==> src/rtl/attn_pkg.sv <==
// Shared definitions for the attention-engine blocks around the systolic array.
package attn_pkg;

   localparam int M_DIM_W = 8;

   typedef enum logic [1:0] {
      IDLE  = 2'd0,
      ISSUE = 2'd1,
      BUSY  = 2'd2,
      DONE  = 2'd3
   } arb_state_t;

endpackage

==> src/rtl/rr_pick.sv <==
// Combinational round-robin picker: first set bit of pend at or after ptr, wrapping.
module rr_pick #(
   parameter int N_REQ = 4,
   parameter int SEL_W = $clog2(N_REQ)
) (
   input  logic [N_REQ-1:0] pend,
   input  logic [SEL_W-1:0] ptr,
   output logic [N_REQ-1:0] win,
   output logic [SEL_W-1:0] idx,
   output logic             any
);

   always_comb begin
      logic [SEL_W-1:0] j;
      win = '0;
      idx = '0;
      j   = '0;
      // Scan farthest-first so the request nearest to ptr is the last writer.
      for (int k = N_REQ - 1; k >= 0; k--) begin
         j = SEL_W'((int'(ptr) + k) % N_REQ);
         if (pend[j]) begin
            idx = j;
         end
      end
      if (|pend) begin
         win[idx] = 1'b1;
      end
   end

   assign any = |pend;

endmodule

==> src/rtl/sa_arbiter.sv <==
// Round-robin owner arbitration of one shared systolic array across N_REQ engines,
// with start issue, done return, duplicate-start drop and a busy watchdog.
module sa_arbiter
   import attn_pkg::*;
#(
   parameter int N_REQ = 4,
   parameter int SEL_W = $clog2(N_REQ),
   parameter int TMO_W = 12
) (
   input  logic                            I_CLK,
   input  logic                            I_ASYN_RST,
   input  logic [N_REQ-1:0]                I_REQ_START,
   input  logic [N_REQ-1:0][M_DIM_W-1:0]   I_REQ_M_DIM,
   input  logic                            I_SA_VLD,
   output logic                            O_SA_START,
   output logic [M_DIM_W-1:0]              O_M_DIM,
   output logic [N_REQ-1:0]                O_GRANT,
   output logic [SEL_W-1:0]                O_SEL,
   output logic [N_REQ-1:0]                O_DONE,
   output logic                            O_TMO,
   output logic                            O_DROP,
   output arb_state_t                      O_STATE
);

   // The BUSY cycle that sees this count is the (2**TMO_W-1)-th one.
   localparam logic [TMO_W-1:0] WD_LAST = TMO_W'((2 ** TMO_W) - 2);

   arb_state_t       state;
   logic [N_REQ-1:0] pend;
   logic [SEL_W-1:0] ptr;
   logic [TMO_W-1:0] wdog;

   logic [N_REQ-1:0] win;
   logic [SEL_W-1:0] win_idx;
   logic             any;
   logic             take;
   logic [N_REQ-1:0] dup;
   logic [N_REQ-1:0] pend_clr;
   logic [SEL_W-1:0] ptr_nxt;

   rr_pick #(
      .N_REQ (N_REQ),
      .SEL_W (SEL_W)
   ) u_pick (
      .pend (pend),
      .ptr  (ptr),
      .win  (win),
      .idx  (win_idx),
      .any  (any)
   );

   // DONE also arbitrates so a waiting requester is granted right after the done pulse.
   always_comb begin
      take     = ((state == IDLE) || (state == DONE)) && any;
      dup      = I_REQ_START & (pend | O_GRANT);
      pend_clr = take ? win : '0;
      ptr_nxt  = SEL_W'((int'(win_idx) + 1) % N_REQ);
   end

   assign O_STATE = state;

   always_ff @(posedge I_CLK or posedge I_ASYN_RST) begin
      if (I_ASYN_RST) begin
         state      <= IDLE;
         pend       <= '0;
         ptr        <= '0;
         wdog       <= '0;
         O_SA_START <= 1'b0;
         O_M_DIM    <= '0;
         O_GRANT    <= '0;
         O_SEL      <= '0;
         O_DONE     <= '0;
         O_TMO      <= 1'b0;
         O_DROP     <= 1'b0;
      end else begin
         pend       <= (pend & ~pend_clr) | (I_REQ_START & ~dup);
         O_DROP     <= |dup;
         O_SA_START <= 1'b0;
         O_DONE     <= '0;
         case (state)
            IDLE, DONE: begin
               if (take) begin
                  O_GRANT <= win;
                  O_SEL   <= win_idx;
                  O_M_DIM <= I_REQ_M_DIM[win_idx];
                  ptr     <= ptr_nxt;
                  state   <= ISSUE;
               end else if (state == DONE) begin
                  O_GRANT <= '0;
                  state   <= IDLE;
               end
            end
            ISSUE: begin
               O_SA_START <= 1'b1;
               wdog       <= '0;
               state      <= BUSY;
            end
            BUSY: begin
               if (I_SA_VLD) begin
                  O_DONE <= O_GRANT;
                  state  <= DONE;
               end else if (wdog == WD_LAST) begin
                  O_TMO  <= 1'b1;
                  O_DONE <= O_GRANT;
                  state  <= DONE;
               end else begin
                  wdog <= wdog + 1'b1;
               end
            end
            default: state <= IDLE;
         endcase
      end
   end

endmodule

==> config.mk <==
export PLATFORM = sky130hd
export DESIGN_NAME = sa_arbiter
export DESIGN_NICKNAME = d
export VERILOG_FILES = /design/src/rtl/attn_pkg.sv /design/src/rtl/rr_pick.sv /design/src/rtl/sa_arbiter.sv
export SDC_FILE = /design/constraint.sdc
export NUM_CORES = 1
export LEC_CHECK = 0
export CORE_MARGIN = 4
export CORE_UTILIZATION = 48
export CTS_CLUSTER_SIZE = 14
export DETAILED_ROUTE_END_ITERATION = 10
export PLACE_DENSITY = 0.85
export RECOVER_POWER = 100
export SYNTH_ARGS = -nofsm -noshare
export SYNTH_HDL_FRONTEND = slang
export SYNTH_HIERARCHICAL = 1
export SYNTH_SLANG_ARGS = --single-unit
==> constraint.sdc <==
create_clock -name I_CLK -period 2.8 [get_ports I_CLK]
set_input_delay 0.56 -clock I_CLK [delete_from_list [all_inputs] [get_ports I_CLK]]
set_output_delay 0.56 -clock I_CLK [all_outputs]
set_load 0.005 [all_outputs]
After elaboration in Yosys (flattened, before gate mapping)
Cells that the tools add are included.
{ "classes": {"mux": 32, "n_reduce_logical": 14, "bitwise_logic": 8, "n_shift": 0, "n_addsub": 5, "eq_ne": 8, "div_mod_pow": 0, "magnitude_cmp": 6, "n_mul": 0} }
{ "op_table": {"columns": ["operator", "count"], "rows": [
  ["two-way mux 4 bit", 7],
  ["two-way mux 12 bit", 2],
  ["one-hot mux 12 bit (2 select lines)", 1],
  ["binary-select mux 8 bit (select 2 bit)", 1],
  ["two-way mux 2 bit", 8],
  ["< comparator 2 x 3 -> 1 bit, second input constant", 5],
  ["adder 12 x 1 -> 12 bit, second input constant", 1],
  ["bitwise AND 4 bit", 3],
  ["== test 12 bit, second input constant", 1],
  ["binary-select mux 1 bit (select 2 bit)", 4],
  ["two-way mux 8 bit", 1],
  ["inverter 4 bit", 2],
  ["bitwise OR 4 bit", 2],
  ["OR reduction 4 bit", 2],
  ["two-way mux 1 bit", 6],
  ["inequality test 3 bit, second input constant", 2],
  ["one-hot mux 2 bit (3 select lines)", 1],
  ["AND reduction 2 bit", 3],
  ["AND reduction 3 bit", 2],
  ["adder 2 x 1 -> 2 bit, second input constant", 2],
  ["adder 2 bit, second input constant", 2],
  ["== test 2 bit, second input constant", 2],
  ["inequality test 2 bit, second input constant", 2],
  ["nonzero test 2 bit", 2],
  ["other kinds (8)", 9]
]} }
{ "totals": {"mem_bits_ro": 0, "reg_bits": 41, "ramBits": 0, "n_memories": 0, "inputBits": 39, "latchBits": 0} }

Longest topological paths before layout
{ "logic_depth": {"depth_word": 16, "depth_mapped": 8} }

Cells and area by module
The synthesis kept the hierarchy.
{ "modules_own_cells": {"columns": ["module", "n_inst", "seq_area_each_um2", "cells_per_inst", "area_each_um2"], "rows": [
  ["sa_arbiter", 1, 1026.0, 203, 2094.5],
  ["rr_pick", 1, 0.0, 33, 211.5]
]} }

Worst setup path before layout
Ideal clock, no wire load.
{ "synth_timing": {"kind": "reg-to-reg", "startpoint": "register pend[0]", "endpoint": "register O_M_DIM[2]", "t_required_ns": 2.683, "setup_ns": 0.117, "path_slack_ns": 0.791, "path_buffers": 2, "arrival_ns": 1.892, "path_stages_with_launch": 9, "synth_period_minus_slack_ns": 2.009, "path_cell_list": "dfrtp_1 -> buf_4 -> a21boi_1 -> o22ai_1 -> a31oi_1 -> buf_2 -> mux4_2 -> nand2_1 -> nand2_1"} }
{ "synth_via": {"elab_chain_cells": 8, "word_cells_on_any_way": 17} }
{ "synth_lines": {"columns": ["element", "line", "source"], "rows": [
  ["from (decl)", "sa_arbiter.sv:29", "logic [N_REQ-1:0] pend;"],
  ["from (signal assigned)", "sa_arbiter.sv:76", "pend <= (pend & ~pend_clr) | (I_REQ_START & ~dup);"],
  ["binary-select mux 1 bit (select 2 bit)", "rr_pick.sv:21", "if (pend[j]) begin"],
  ["two-way mux 1 bit (not written as such)", "rr_pick.sv:21", null],
  ["two-way mux 2 bit (3 in series)", "rr_pick.sv:21", null],
  ["two-way mux 2 bit *", "rr_pick.sv:21", null],
  ["via win_idx[0]", "sa_arbiter.sv:34", "logic [SEL_W-1:0] win_idx;"],
  ["binary-select mux 8 bit (select 2 bit) *", "sa_arbiter.sv:85", "O_M_DIM <= I_REQ_M_DIM[win_idx];"],
  ["two-way mux 8 bit (not written as such) *", "sa_arbiter.sv:85", null],
  ["to (signal assigned)", "sa_arbiter.sv:85", null],
  ["to (decl)", "sa_arbiter.sv:16", "output logic [M_DIM_W-1:0] O_M_DIM,"]
]} }
Mark *: on every way through the listed nets, which the timed path passes. The rest lies on a longest branch. The select of a mux whose other input is x is not followed.
A chain may end at the register's enable or synchronous reset.

Worst setup path in the final report
{ "layout_timing": {"startpoint": "register ptr[1]", "endpoint": "register O_M_DIM[3]"} }
{ "layout_via": {"elab_chain_cells": 9, "word_cells_on_any_way": 17} }
{ "layout_lines": {"columns": ["element", "line", "source"], "rows": [
  ["from (decl)", "sa_arbiter.sv:30", "logic [SEL_W-1:0] ptr;"],
  ["from (signal assigned)", "sa_arbiter.sv:86", "ptr <= ptr_nxt;"],
  ["adder 2 bit", "rr_pick.sv:20", "j = SEL_W'((int'(ptr) + k) % N_REQ);"],
  ["binary-select mux 1 bit (select 2 bit)", "rr_pick.sv:21", null],
  ["two-way mux 1 bit (not written as such)", "rr_pick.sv:21", null],
  ["two-way mux 2 bit (3 in series)", "rr_pick.sv:21", null],
  ["two-way mux 2 bit *", "rr_pick.sv:21", null],
  ["via win_idx[0]", "sa_arbiter.sv:34", null],
  ["binary-select mux 8 bit (select 2 bit) *", "sa_arbiter.sv:85", null],
  ["two-way mux 8 bit (not written as such) *", "sa_arbiter.sv:85", null]
]} }
Marked as above.

==> summary.txt <==
Run status
  – Status: complete, no violations

Routing
  – Drc violations: 0
  – Avg Vias per Cell: approximately 5.7
  – Initial DRC count: 126
  – Top Layer Used: met4
  – Via count: 1980
  – Final ANT Viol Nets: 0
  – DRT met1 WL: ~2.2 mm
  – Drt pass-1 iters: 4
  – Routed WL: 5.27 mm
  – Met2 Wirelength: 2.54 mm
  – Wire per inst: 15.2 um
  – Met3 WL: 416 um

GRT
  – Grt ovf: 0
  – Antenna violations before repair: 0
  – First-pass GRT wire length: 9.11 mm
  – Total track usage: 0.188
  – Vias in the first global route: 1980
  – Pin count of the biggest net entering global routing: 42

CTS
  – Post-CTS sizing: 0
  – Clock slew at reported path FFs: 80 ps
  – CTS tree: done
  – Clk root buf: clkbuf_8
  – Post-CTS setup buffer count: 0
  – Clock tree buffer depth: 2
  – Sink Count: 41
  – H-tree depth: 2
  – Num CTS Buffers: 5
  – CTS Hold Bufs: 0
  – Clk Latency, worst-skew pair: 290 ps

Power and ir drop
  – Leakage: 1.42 nW
  – Peak supply drop: ~0.7 mV
  – P per Cell Area: slightly below 1000 nW/um^2

Synth
  – Register area share after synthesis: 0.445
  – Synth top area cells: dfrtp_1, nand2_1, mux4_2
  – Ys async rst share: 1.00
  – Mapped cell area: 2310 um^2
  – Avg Inst Size Synth: 9.77 um^2
  – Most numerous cell in the Yosys netlist: nand2_1
  – YS warnings: 6
  – Syn nets: 280
  – Post-synth top area cell: dfrtp_1
  – Ys flop type: dfrtp_1
  – Unique masters post-synth: 52
  – Yosys reg bits: 41
  – Post-Syn Instances: around 240
  – Post-synth EDFFs: 0
  – Synth top area share: 0.445
  – Synth top cells by count: nand2_1, dfrtp_1, inv_1, nor2_1, o21ai_0

Die
  – I/O pin total: between 60 and 70
  – Row count: 24
  – Die X-Extent: 77.3 um
  – Vert. Die Dim: 77.3 um
  – Core Area: around 4500 um^2
  – DIE AREA: 5980 um^2
  – Starting Density: 0.512

Placed design
  – Count of input and output buffers: around 60
  – RePlAce Congestion: 0.892
  – Detailed Place HPWL: 3.93 mm
  – Cell Area, Placed: around 2900 um^2

Timing
  – Setup TNS: 0 ps
  – Worst slew pin tran: 991 ps
  – Final Hold Fails: 0
  – Highest Clock Rate: between 400 and 500 MHz
  – Clk_skew: 7.47 ps
  – Max transition margin: 0.340
  – Final setup viols: 0
  – RSZ-0062 raised after global routing: no
  – Final Max Tran Viols: 0
  – Tmin final: around 2100 ps
  – Tcrit/Tclk final: 0.745

Worst setup path
  – Req. time, crit path: a little under 3000 ps
  – Crit Path Category: flop to flop
  – CP Data Arrival Time: 2270 ps
  – Maximum fanout along the worst path: 12
  – R2R Path Start: ptr[1]
  – Startpoint Class: flop
  – Reg2Reg Depth: 7
  – CP peak stage delay: 570 ps
  – Flop2flop setup slack: 710 ps
  – Largest delay contributor family on the critical path: multiplexers
  – Cell breakdown of the critical path: mux2i_1 > o22ai_1 > a31oi_2 > buf_4 > mux4_2 > nand2_1 > nand2_1
  – Crit path from: ptr[1]
  – WP depth: 7
  – Worst path slowest cell: dfrtp_1
  – Crit path top cell by count: nand2_1
  – Crit path capture type: flop
  – Reg2reg end: O_M_DIM[3]
  – Capture point of the critical path: O_M_DIM[3]
  – Crit path buf inv count: 1

Final layout
  – Final net count: 338
  – N_diodes: 0
  – Post-route design area: 3000 um^2
  – Area growth syn-to-layout: 30.3%
  – Fraction of layout instances using a drive strength above 1: 0.0915
  – Layout filler cell count: 362

Run
  – Max-cap violations: 0

Min path
  – Path type of the worst min-delay path: flop to flop
-- power breakdown --
part           internal [W]  total [W]  switching (W)
Clock              0.000172   0.000383       0.000211
Sequential         0.000789    0.00101       0.000219
Combinational      0.000783    0.00158       0.000801
-- worst min-delay path by stage --
stage | to | depth (start not counted) | start | slack, ps
4_1_cts | O_M_DIM[2] | 2 | O_M_DIM[2] | 480
3_5_place_dp | O_TMO | 1 | O_TMO | 460
3_3_place_gp | O_SEL[1] | 2 | O_SEL[1] | 460
5_1_grt | O_SEL[0] | 2 | O_SEL[0] | 500
2_1_floorplan | O_TMO | 1 | O_TMO | 470
6_report | O_TMO | 1 | O_TMO | 470
-- registers in the layout (all words and copies together) (netlist names) --
| register | count |
|---|---|
| O_STATE | 2 |
| O_M_DIM | 8 |
| O_SA_START | 1 |
| O_DONE | 4 |
| O_TMO | 1 |
| O_GRANT | 4 |
| pend | 4 |
| wdog | 12 |
| O_DROP | 1 |
| ptr | 2 |
| O_SEL | 2 |
-- layout by cell type (no fill, tap or decap), types with 2 or more instances in the layout --
master            n
a22o_1            5
mux2i_1           7
inv_1            11
o221a_2           2
ha_1              5
nor2_1           11
nor4_1            2
clkdlybuf4s50_1  36
a21oi_1           7
nand4_1           7
dfrtp_1          41
nand3_1           6
clkbuf_8          5
buf_4             2
and2_0            3
and3_1            2
o311a_1           2
o22ai_1           3
and2_1            5
nor2b_1           3
dlygate4sd3_1    25
o21ai_0          11
clkinv_2          2
mux4_2            8
nand2_1          56
-- metal layers --
layer / GRT usage / vias to the layer above
met1: 0.232 / 947
met2: 0.311 / 67
met3: 0.0597 / 7
li1: - / 959
met4: 0.0658 / 0
met5: 0 / -
-- through the flow --
step                      total power (W)  hold WS [ps]   util  instances  setup slack, ps
after global routing              0.00325           499  0.667        347              572
after detailed placement          0.00268           464  0.650        339              640
after floorplan                   0.00215           466      -        236              791
final                             0.00298           469  0.667        347              715
after global placement            0.00261           459  0.650        339              659
after CTS                         0.00307           482  0.669        347              716
-- worst reg2reg max path, cell delays in order, from the launching register on --
cell and delay, ps:
dfrtp_1 570, mux2i_1 230, o22ai_1 100, a31oi_2 150, buf_4 240, mux4_2 530, nand2_1 90, nand2_1 60
-- cell type report --
type / instances / area, um^2 / share of cell area
Clock inverter: 3 / 17.5 / 0.00583
Inverter: 11 / 41.3 / 0.0137
Tap cell: 52 / 65.1 / 0.0217
Timing Repair Buffer: 64 / 631 / 0.210
Multi-Input combinational cell: 171 / 1150 / 0.384
Sequential cell: 41 / 1030 / 0.342
Clock buffer: 5 / 68.8 / 0.0229
-- logic make-up after synthesis --
group,share of synthesized area
muxes,0.109
buffers and inverters,0.0537
and+or+nand+nor,0.216
adders and majority gates,0.0271
AOI/OAI and AO/OA,0.146
DFF,0.445
xor gates and xnor gates,0.00380
No activity file was read; power rests on OpenSTA's default activity.
